**src/rtl/multi_cycle_controller.sv**
```systemverilog
// Multi-cycle datapath controller: IF/ID/EXE/MEM/WB/HALT sequencer with
// combinational control decode and a retired-instruction counter.
module multi_cycle_controller (
    input  logic        CLK_in,
    input  logic        Reset_in,
    input  logic [5:0]  Opcode_in,
    input  logic        Zero_in,
    output logic [2:0]  State_out,
    output logic        IRWrite_en,
    output logic        PCWrite_en,
    output logic        PCHalt_en,
    output logic [1:0]  PCSrc_out,
    output logic        ALUSrcB_out,
    output logic        MemRead_en,
    output logic        MemWrite_en,
    output logic        RegWrite_en,
    output logic        MemToReg_out,
    output logic        RegDst_out,
    output logic        InstrDone_out,
    output logic [31:0] InstrCount_out,
    output logic        Halted_out
);

    typedef enum logic [2:0] {
        S_IF   = 3'b000,
        S_ID   = 3'b001,
        S_EXE  = 3'b010,
        S_MEM  = 3'b011,
        S_WB   = 3'b100,
        S_HALT = 3'b101
    } state_t;

    typedef enum logic [2:0] {
        C_R, C_ADDI, C_LW, C_SW, C_BEQ, C_J, C_HALT, C_NOP
    } op_class_t;

    function automatic op_class_t classify(input logic [5:0] op);
        case (op)
            6'b000000: classify = C_R;
            6'b001000: classify = C_ADDI;
            6'b100011: classify = C_LW;
            6'b101011: classify = C_SW;
            6'b000100: classify = C_BEQ;
            6'b000010: classify = C_J;
            6'b111111: classify = C_HALT;
            default:   classify = C_NOP;
        endcase
    endfunction

    state_t      state_q, state_d, cur_state;
    logic [5:0]  opcode_q;
    logic [31:0] instr_count_q;
    op_class_t   op_class;

    // NOTE: sequential state uses non-blocking assignments so every register
    // samples pre-edge values; reset wins over all transitions.
    always_ff @(posedge CLK_in) begin
        if (Reset_in) begin
            state_q       <= S_IF;
            opcode_q      <= 6'b000000;
            instr_count_q <= 32'd0;
        end else begin
            state_q <= state_d;
            if (state_q == S_ID)
                opcode_q <= Opcode_in;
            if (InstrDone_out)
                instr_count_q <= instr_count_q + 32'd1;
        end
    end

    // ID decides from the live opcode (the register loads at the end of ID);
    // every later state sees only the latched copy.
    assign op_class = classify((state_q == S_ID) ? Opcode_in : opcode_q);

    // NOTE: every combinational output gets a default first, so no path
    // through the case leaves a signal unassigned and no latch is inferred.
    always_comb begin
        state_d      = S_IF;
        IRWrite_en   = 1'b0;
        PCWrite_en   = 1'b0;
        PCSrc_out    = 2'b00;
        ALUSrcB_out  = 1'b0;
        MemRead_en   = 1'b0;
        MemWrite_en  = 1'b0;
        RegWrite_en  = 1'b0;
        MemToReg_out = 1'b0;
        RegDst_out   = 1'b0;
        Halted_out   = 1'b0;

        // While reset is held the outputs present a clean IF cycle.
        cur_state = Reset_in ? S_IF : state_q;

        case (cur_state)
            S_IF: begin
                IRWrite_en = 1'b1;
                state_d    = S_ID;
            end
            S_ID: begin
                case (op_class)
                    C_J: begin
                        PCWrite_en = 1'b1;
                        PCSrc_out  = 2'b10;
                        state_d    = S_IF;
                    end
                    C_NOP: begin
                        PCWrite_en = 1'b1;
                        state_d    = S_IF;
                    end
                    C_HALT:  state_d = S_HALT;
                    default: state_d = S_EXE;
                endcase
            end
            S_EXE: begin
                case (op_class)
                    C_BEQ: begin
                        PCWrite_en = 1'b1;
                        PCSrc_out  = Zero_in ? 2'b01 : 2'b00;
                        state_d    = S_IF;
                    end
                    C_LW, C_SW: state_d = S_MEM;
                    C_R, C_ADDI: state_d = S_WB;
                    default:    state_d = S_IF;
                endcase
            end
            S_MEM: begin
                case (op_class)
                    C_LW: begin
                        MemRead_en = 1'b1;
                        state_d    = S_WB;
                    end
                    C_SW: begin
                        MemWrite_en = 1'b1;
                        PCWrite_en  = 1'b1;
                        state_d     = S_IF;
                    end
                    default: state_d = S_IF;
                endcase
            end
            S_WB: begin
                RegWrite_en  = 1'b1;
                RegDst_out   = (op_class == C_R);
                MemToReg_out = (op_class == C_LW);
                PCWrite_en   = 1'b1;
                state_d      = S_IF;
            end
            S_HALT: begin
                Halted_out = 1'b1;
                state_d    = S_HALT;
            end
            default: state_d = S_IF;
        endcase

        if ((cur_state == S_EXE || cur_state == S_MEM) &&
            (op_class == C_ADDI || op_class == C_LW || op_class == C_SW))
            ALUSrcB_out = 1'b1;
    end

    assign PCHalt_en      = ~PCWrite_en;
    assign InstrDone_out  = PCWrite_en;
    assign State_out      = state_q;
    assign InstrCount_out = instr_count_q;

endmodule

```
**config.mk**
```make
export PLATFORM = sky130hd
export DESIGN_NAME = multi_cycle_controller
export DESIGN_NICKNAME = d
export VERILOG_FILES = /design/src/rtl/multi_cycle_controller.sv
export SDC_FILE = /design/constraint.sdc
export NUM_CORES = 1
export LEC_CHECK = 0
export BUFFER_PORTS_ARGS = -buffer_cell sky130_fd_sc_hd__buf_2
export CAP_MARGIN = 10
export CORE_MARGIN = 3
export CORE_UTILIZATION = 59
export CTS_CLUSTER_SIZE = 40
export DETAILED_ROUTE_END_ITERATION = 10
export GPL_ROUTABILITY_DRIVEN = 0
export PLACE_DENSITY = 0.89
export SLEW_MARGIN = 25
export SYNTH_ARGS = -nofsm -noshare
export SYNTH_HDL_FRONTEND = slang
export SYNTH_SLANG_ARGS = --single-unit
```
**constraint.sdc**
```tcl
create_clock -name CLK_in -period 7 [get_ports CLK_in]
set_clock_uncertainty 0.15 [all_clocks]
set_input_delay 1.4 -clock CLK_in [delete_from_list [all_inputs] [get_ports CLK_in]]
set_output_delay 1.4 -clock CLK_in [all_outputs]
set_load 0.005 [all_outputs]
```
---- Yosys cells after proc, flatten, opt, wreduce, memory -nomap -nowiden ----
Cells that the tools add are included.
cells by class
  add/subtract/negate cells ............... 1
  equal/unequal tests ..................... 19
  muxes and demuxes ....................... 24
  bitwise operators ....................... 1
  reduce and logical (&&, ||, !) cells .... 10
operators by type and width
  kind                                                 number
  adder 32 x 1 -> 32 bit, second input constant        1
  case mux 3 bit (7 select lines)                      1
  equality test 3 bit, second input constant           6
  equality test 6 bit, second input constant           3
  case mux 3 bit (5 select lines)                      1
  2-to-1 mux 1 bit                                     14
  equality test 3 x 2 -> 1 bit, second input constant  4
  case mux 3 bit (2 select lines)                      2
  equality test 3 x 1 -> 1 bit, second input constant  3
  equality test 6 x 2 -> 1 bit, second input constant  1
  equality test 6 x 3 -> 1 bit, second input constant  1
  equality test 6 x 4 -> 1 bit, second input constant  1
  zero test 3 bit                                      2
  zero test 6 bit                                      1
  2-to-1 mux 3 bit                                     2
  2-to-1 mux 6 bit                                     1
  OR reduction 2 bit                                   3
  case mux 1 bit (4 select lines)                      1
  case mux 2 bit (2 select lines)                      1
  logical OR 1 bit                                     3
  2-to-1 mux 2 bit                                     1
  logical AND 1 bit                                    1
  NOT 1 bit                                            1
word-level totals
  register bits ........................... 41
  bits of input ports ..................... 9
  output and inout port bits .............. 48
  word-level logic and storage cells ...... 58

---- Longest topological paths before layout ----
Gate-level depths: netlist of the first run.
  depth after elaboration ................. 9
  gate-level depth with buffers ........... 9
  mapped depth without buffers ............ 6

---- Worst setup path before layout of the first run ----
Ideal clock, no wire load.
  path type ............................... in2out
  start ................................... input port Reset_in
  end ..................................... output port PCWrite_en
  arrival time ............................ 3.009 ns
  required time ........................... 5.450 ns
  slack ................................... 2.441 ns
  cell stages on the path ................. 8
  buffers on the path ..................... 2
  path through ............................ clkbuf_1 or3b_1 or4_4 o211ai_2 and3_1 nor2_1 inv_1 buf_4
between the ends
  word-level cells in the longest chain between the ends .. 3
  elaborated cells between the ends (all ways) .. 6
  classes of those cells .................. 4 x eq/ne; 2 x mux
ends and longest elaborated chain
  what                                               line  source
  start, declared                                    5     input logic Reset_in,
  2-to-1 mux 3 bit *                                 91    cur_state = Reset_in ? S_IF : state_q;
  equality test 3 bit, or another cell as far along  93    case (cur_state)
  case mux 1 bit (4 select lines) *                  93
  end, declared                                      10    output logic PCWrite_en,
Mark *: on every way between the ends. The rest lies on a longest branch, timed or not.

---- Worst setup path in the final report of the first run ----
  start ................................... input port Reset_in
  end ..................................... output port InstrDone_out
between the ends
  word-level cells in the longest chain between the ends .. 3
  elaborated cells between the ends (all ways) .. 6
  classes of those cells .................. 4 x eq/ne; 2 x mux
ends and longest elaborated chain
  what                                               line  source
  2-to-1 mux 3 bit *                                 91
  equality test 3 bit, or another cell as far along  93
  case mux 1 bit (4 select lines) *                  93
  end, declared                                      19    output logic InstrDone_out,
Marks and branches as above.

==> results of run 1 <==
-- Yosys cell counts (all sizes together) (3+ instances only) --
cell | instances | area (um2)
nand2 | 15 | 56.3
a211oi | 7 | 52.6
nor2 | 50 | 190
inv | 9 | 33.8
nand4 | 13 | 81.3
mux2i | 12 | 120
a2111oi | 9 | 130
nand2b | 3 | 18.8
or4 | 4 | 37.5
mux2 | 28 | 315
nor3 | 7 | 35.0
o21ai | 5 | 28.8
and3 | 7 | 43.8
nor2b | 24 | 150
nand3 | 14 | 75.1
nor3b | 4 | 41.3
a21oi | 18 | 90.1
clkbuf | 11 | 41.3
buf | 10 | 68.8
dfxtp | 41 | 821
-- cells in the final DEF, fill, tap and decap left out, types with 2 or more instances in the layout --
cell,instances
buf_2,55
nor2_1,49
dfxtp_1,41
nor2b_1,24
mux2_2,18
a21oi_1,18
nand2_1,15
nand3_1,13
nand4_1,13
mux2i_1,12
mux2_1,10
inv_1,9
and3_1,7
nor3_1,7
a211oi_1,7
a2111oi_1,6
clkbuf_8,5
nor3b_1,3
o21ai_0,3
nand2b_1,3
or4_1,2
or4_4,2
a2111oi_4,2
or2_2,2
and2_1,2
nor4_1,2
buf_4,2
-- per-layer routing --
layer	up-vias	track usage, %
met1	1101	28.9
met2	89	37.6
met5	-	0
met4	0	12.5
met3	15	5.68
li1	1183	-
-- power breakdown --
| part | internal (mW) | switching [mW] |
|---|---|---|
| logic | 0.0411 | 0.0574 |
| registers | 0.240 | 0.0124 |
| clock network | 0.0656 | 0.0786 |
-- area by class of cell --
| type | count | area (um2) |
|---|---|---|
| tap | 50 | 62.6 |
| clock inverter | 1 | 5.00 |
| clock buffer | 5 | 68.8 |
| fill | 340 | 1210 |
| inverter | 9 | 33.8 |
| sequential | 41 | 821 |
| multi-input combinational | 238 | 1620 |
| timing repair buffer | 57 | 290 |
-- worst reg2reg max path, cell delays in order (launching register included) --
cell and delay (ns):
dfxtp_1 0.57, nor3b_4 0.66, mux2_2 0.47, o21bai_2 0.29, nand4_1 0.65, a211oi_1 0.45, mux2_2 0.37
-- cell families after synthesis --
kind of cell / count (synthesis)
multiplexers: 40
AO/OA/AOI/OAI: 46
adder cells (fa/ha/maj): 2
AND/OR/NAND/NOR: 150
flip-flops: 41
buffers and inverters: 30
-- worst paths after layout --
kind	from	end	cells after the start
min	InstrCount_out[4]	InstrCount_out[4]	1
min reg2reg	InstrCount_out[4]	InstrCount_out[4]	1
max reg2reg	State_out[0]	InstrCount_out[10]	6
max	Reset_in	InstrDone_out	8
-- sequential cells by signal, indices dropped and copies added (netlist names) --
signal / cells
State_out: 3
opcode_q: 6
InstrCount_out: 32
==> flow_summary.json, run 1 <==
{
  "core_um2": 4120,
  "fp.dieArea_um2": 5210,
  "synth-xor-area-share_pct": 0,
  "netlist_area_um2": 2580,
  "top_level_ports": 57,
  "crit_buf_inv": 3,
  "initial_core_util_pct": 62.8,
  "finalSetupViolCount": 0,
  "die_y_um": 72.2,
  "crit_type": "input port to output pin",
  "synth_ff_type": "dfxtp_1",
  "ant_nets": 0,
  "fin_total_pwr_mw": 0.496,
  "synth_warnings": 0,
  "crit_family": "simple AND/OR/NAND/NOR gates",
  "cts_max_level": 2,
  "slowest_delay_ns": 0.53,
  "ir_worst_vdd_mv": 0.0945,
  "cp.required_ns": 5.45,
  "fin_ws_ns": 2.14,
  "status": "finished clean",
  "reg2reg_setup_slack_ns": 3.28,
  "insertion_delay_ns": 0.29,
  "tns_ns": 0,
  "final.min_clock_period_ns": 4.86,
  "rows": 23,
  "syn_area_per_cell_um2": 8.36,
  "clkTransAtPathRegs_ns": 0.08,
  "final_cell_area_um2": 2900,
  "cts_tree": "done",
  "met3_length_um": 399,
  "p_leak_nw": 1.21,
  "layout.cells.non_filler": 401,
  "die_width_um": 72.2,
  "grt-ovfl-total": 0,
  "synthMuxAreaShare_pct": 16.9,
  "power_density_nw_per_um2": 171,
  "dpl_worst_slack_ns": 1.93,
  "post-cts-setup-buffers": 0,
  "clock_path_buffers": 2,
  "rsz0062_at_grt": "no",
  "synth_edf_count": 0,
  "cts.sinks": 41,
  "numCtsBuffers": 5,
  "slew_violations": 0,
  "drc": 0,
  "routed_wirelength_mm": 5.87,
  "track_usage_pct": 23.5,
  "relSlewSlack_pct": 46.0,
  "postCtsHoldBufs": 0,
  "yosys.area_share.simple_pct": 30.8,
  "diodes": 0,
  "cp.arrival_ns": 3.31,
  "cts_root_buf": "clkbuf_8",
  "wl_met1_mm": 2.60,
  "place_inst": 395,
  "dp_hpwl_mm": 4.06,
  "grt_antenna_before_repair": 0,
  "syn_inst": 309,
  "maxCapViolCount": 0,
  "syn_nets": 319,
  "num_vias": 2388,
  "final_util_pct": 70.5,
  "fin_nets": 362,
  "fin_crit_sh_pct": 69.4,
  "end_kind": "output pin",
  "synth-compound-area-share_pct": 14.2,
  "drt_iter0_markers": 172,
  "vias_per_cell": 5.96,
  "syn_to_final_growth_pct": 12.3,
  "cts-resized-gates": 0,
  "first_global_vias": 2218,
  "grt_max_degree": 72,
  "grt_pass1_wl_mm": 9.91,
  "highest_layer": "met4",
  "tightest_slew_ns": 0.809,
  "firstDrtPassIters": 4,
  "drive_gt1_share_pct": 27.1,
  "synth-seq-area-share_pct": 31.8,
  "critPathLaunchType": "input port",
  "hold_ws_ns": 0.372,
  "yosys.area_share.adder_pct": 0.872,
  "finalHoldViolations": 0,
  "crit_chain": "buf_4 > or3b_1 > or4_4 > o211ai_2 > and3_1 > nor2_1 > inv_1 > buf_2",
  "placed_area_um2": 2820,
  "async_flop_share_pct": 0,
  "synth_cell_types": 47,
  "crit_slowest_cell": "or4_4",
  "cp_max_fo": 71,
  "ys_ff_latch": 41,
  "fmax_mhz": 206,
  "wl_per_cell_um": 14.6,
  "portBuffers": 56,
  "min-delay-path-class": "register to register",
  "met2_length_mm": 2.74,
  "synth_top_family_by_area": "simple AND/OR/NAND/NOR gates"
}
Note: power is estimated with default switching activity, not from simulation.
==> run 2, diff against run 1 <==
ABC_AREA = 1   (was unset)
CORE_UTILIZATION = 55   (was 59)
PLACE_DENSITY = 0.83   (was 0.89)
clock period = 4.8 ns   (was 7 ns; I/O delays follow)
==> run 2 against run 1 <==
Clock power rose by 100%. Design area grew 9.3%. Cell count up 38%. Sequential power up 42%. Die area is 14% higher. Via count up 30%. Critical path type is now register to output pin. Largest cell class unchanged.
==> flow_summary.json, run 2 <==
{
  "yosys.area.top_type": "dfxtp_1",
  "drc": 0,
  "synth_area_leaders": "dfxtp_1, nand2_1, nand4_1, xor2_1, nor2_1",
  "synth_cell_types": 28,
  "ys_ff_latch": 41,
  "wl_per_cell_um": 13.6,
  "async_flop_share_pct": 0,
  "cts_max_level": 2,
  "fin_total_pwr_mw": 0.810,
  "placed_area_um2": 3050,
  "firstDrtPassIters": 5,
  "nFillCells": 456,
  "place_inst": 544,
  "fin_nets": 494,
  "numCtsBuffers": 5,
  "crit_type": "register to output pin",
  "syn_inst": 437,
  "cp.required_ns": 3.69,
  "finalHoldViolations": 0,
  "portBuffers": 56,
  "drt_iter0_markers": 237,
  "final.min_clock_period_ns": 4.27,
  "postCtsHoldBufs": 0,
  "synth_warnings": 0,
  "cts_tree": "done",
  "dpl_worst_slack_ns": 0.745,
  "synth_common_cells": "nand2_1, nor2_1, dfxtp_1, inv_1, nand4_1",
  "post-cts-setup-buffers": 0,
  "grt-ovfl-total": 0,
  "num_vias": 3114,
  "hold_ws_ns": 0.365,
  "synth_edf_count": 0,
  "syn_area_per_cell_um2": 6.35,
  "synth-seq-area-share_pct": 29.6,
  "rsz0062_at_grt": "no",
  "synth_ff_type": "dfxtp_1",
  "final_util_pct": 66.2,
  "clock_path_buffers": 2,
  "largest_reg_flops": 32,
  "grt_pass1_wl_mm": 13.0,
  "track_usage_pct": 26.0,
  "die_width_um": 77.0,
  "netlist_area_um2": 2770,
  "die_y_um": 77.0,
  "insertion_delay_ns": 0.30,
  "ir_worst_vdd_mv": 0.159,
  "fmax_mhz": 234,
  "fin_ws_ns": 0.529,
  "layout_commonest_cell": "nand2_1",
  "slew_violations": 0,
  "critPathLaunchType": "register",
  "finalSetupViolCount": 0,
  "end_kind": "output pin",
  "fp.dieArea_um2": 5930,
  "ant_nets": 0,
  "drive_gt1_share_pct": 16.1,
  "cts-resized-gates": 0,
  "diodes": 0,
  "p_leak_nw": 1.41,
  "syn_nets": 447,
  "synth_top_area_share_pct": 29.6,
  "routed_wirelength_mm": 7.50,
  "rows": 25,
  "synth.most_common_cell": "nand2_1",
  "final_cell_area_um2": 3170,
  "dp_hpwl_mm": 5.50,
  "core_um2": 4790,
  "maxCapViolCount": 0,
  "tightest_slew_ns": 0.459,
  "cp_max_fo": 37,
  "cp.arrival_ns": 3.16,
  "cts_root_buf": "clkbuf_8",
  "status": "finished clean",
  "cts.sinks": 41,
  "grt_antenna_before_repair": 0,
  "vias_per_cell": 5.64,
  "fin_crit_sh_pct": 89.0,
  "tns_ns": 0,
  "initial_core_util_pct": 58.0,
  "layout.cells.non_filler": 552,
  "mostFrequentLayoutCells": "nand2_1, buf_2, nor2_1",
  "top_level_ports": 57,
  "grt_max_degree": 38,
  "first_global_vias": 2827,
  "clkTransAtPathRegs_ns": 0.08,
  "power_density_nw_per_um2": 255,
  "syn_to_final_growth_pct": 14.3,
  "min-delay-path-class": "register to register",
  "relSlewSlack_pct": 68.6
}
-- run 2: cell count changes after synthesis, sizes merged, moves of 7 or more --
cell,previous run,this run
nor2,50,58
nand2,15,123
and3,7,0
a2111oi,9,1
nor2b,24,0
mux2,28,0
a21oi,18,32
xor2,0,24
a211oi,7,0
nand4,13,40
mux2i,12,0
inv,9,43
nor3,7,20
-- run 2: cell families (layout without fill, tap and decap cells) --
| kind of cell | Yosys count | in the layout | synth area share, % |
|---|---|---|---|
| XOR/XNOR | 30 | 30 | 9.47 |
| AND/OR/NAND/NOR | 266 | 266 | 43.8 |
| AO/OA/AOI/OAI | 37 | 37 | 7.04 |
| buffers and inverters | 62 | 110 | 9.65 |
| flip-flops | 41 | 41 | 29.6 |
| adder cells (fa/ha/maj) | 1 | 1 | 0.451 |
-- run 2: report_power, final --
part	internal, mW	leakage, nW	total (mW)	switching (mW)
combinational	0.0451	1.02	0.159	0.114
sequential	0.350	0.332	0.360	0.0102
clock	0.170	0.0585	0.290	0.121
total	0.565	1.41	0.810	0.245
-- run 2: path summary, 6_finish.rpt --
check,cells after the start,end,start,slack [ns]
max,13,InstrDone_out,State_out[2],0.53
min,2,InstrCount_out[3],InstrCount_out[3],0.36
max reg2reg,14,InstrCount_out[15],State_out[2],1.67
min reg2reg,2,InstrCount_out[3],InstrCount_out[3],0.36
-- run 2: critical path, cell delays in order (launching register included) --
cell     delay [ns]
dfxtp_1        0.35
inv_2          0.18
nand3_2        0.28
nand2_1        0.15
nand2_1        0.08
nor2_1         0.24
nand3_1        0.24
nand2_1        0.13
inv_1          0.05
nand2_1        0.10
nand2_2        0.09
nand3_4        0.28
nand3_4        0.41
buf_2          0.27
-- run 2: metal layers --
layer  GRT usage, %  vias up  share of wire (%)
li1               -     1533                  -
met1           34.0     1394                 42
met2           42.9      164                 46
met3           4.34       23                9.0
met4           9.61        0                2.3
met5              0        -                  0
-- run 2: cell type report --
type	instances	area [um2]	area share [%]
clock buffer	7	86.3	2.72
clock inverter	1	30.0	0.947
inverter	43	161	5.09
multi-input combinational	334	1690	53.2
timing repair buffer	59	303	9.55
tap	67	83.8	2.64
sequential	41	821	25.9
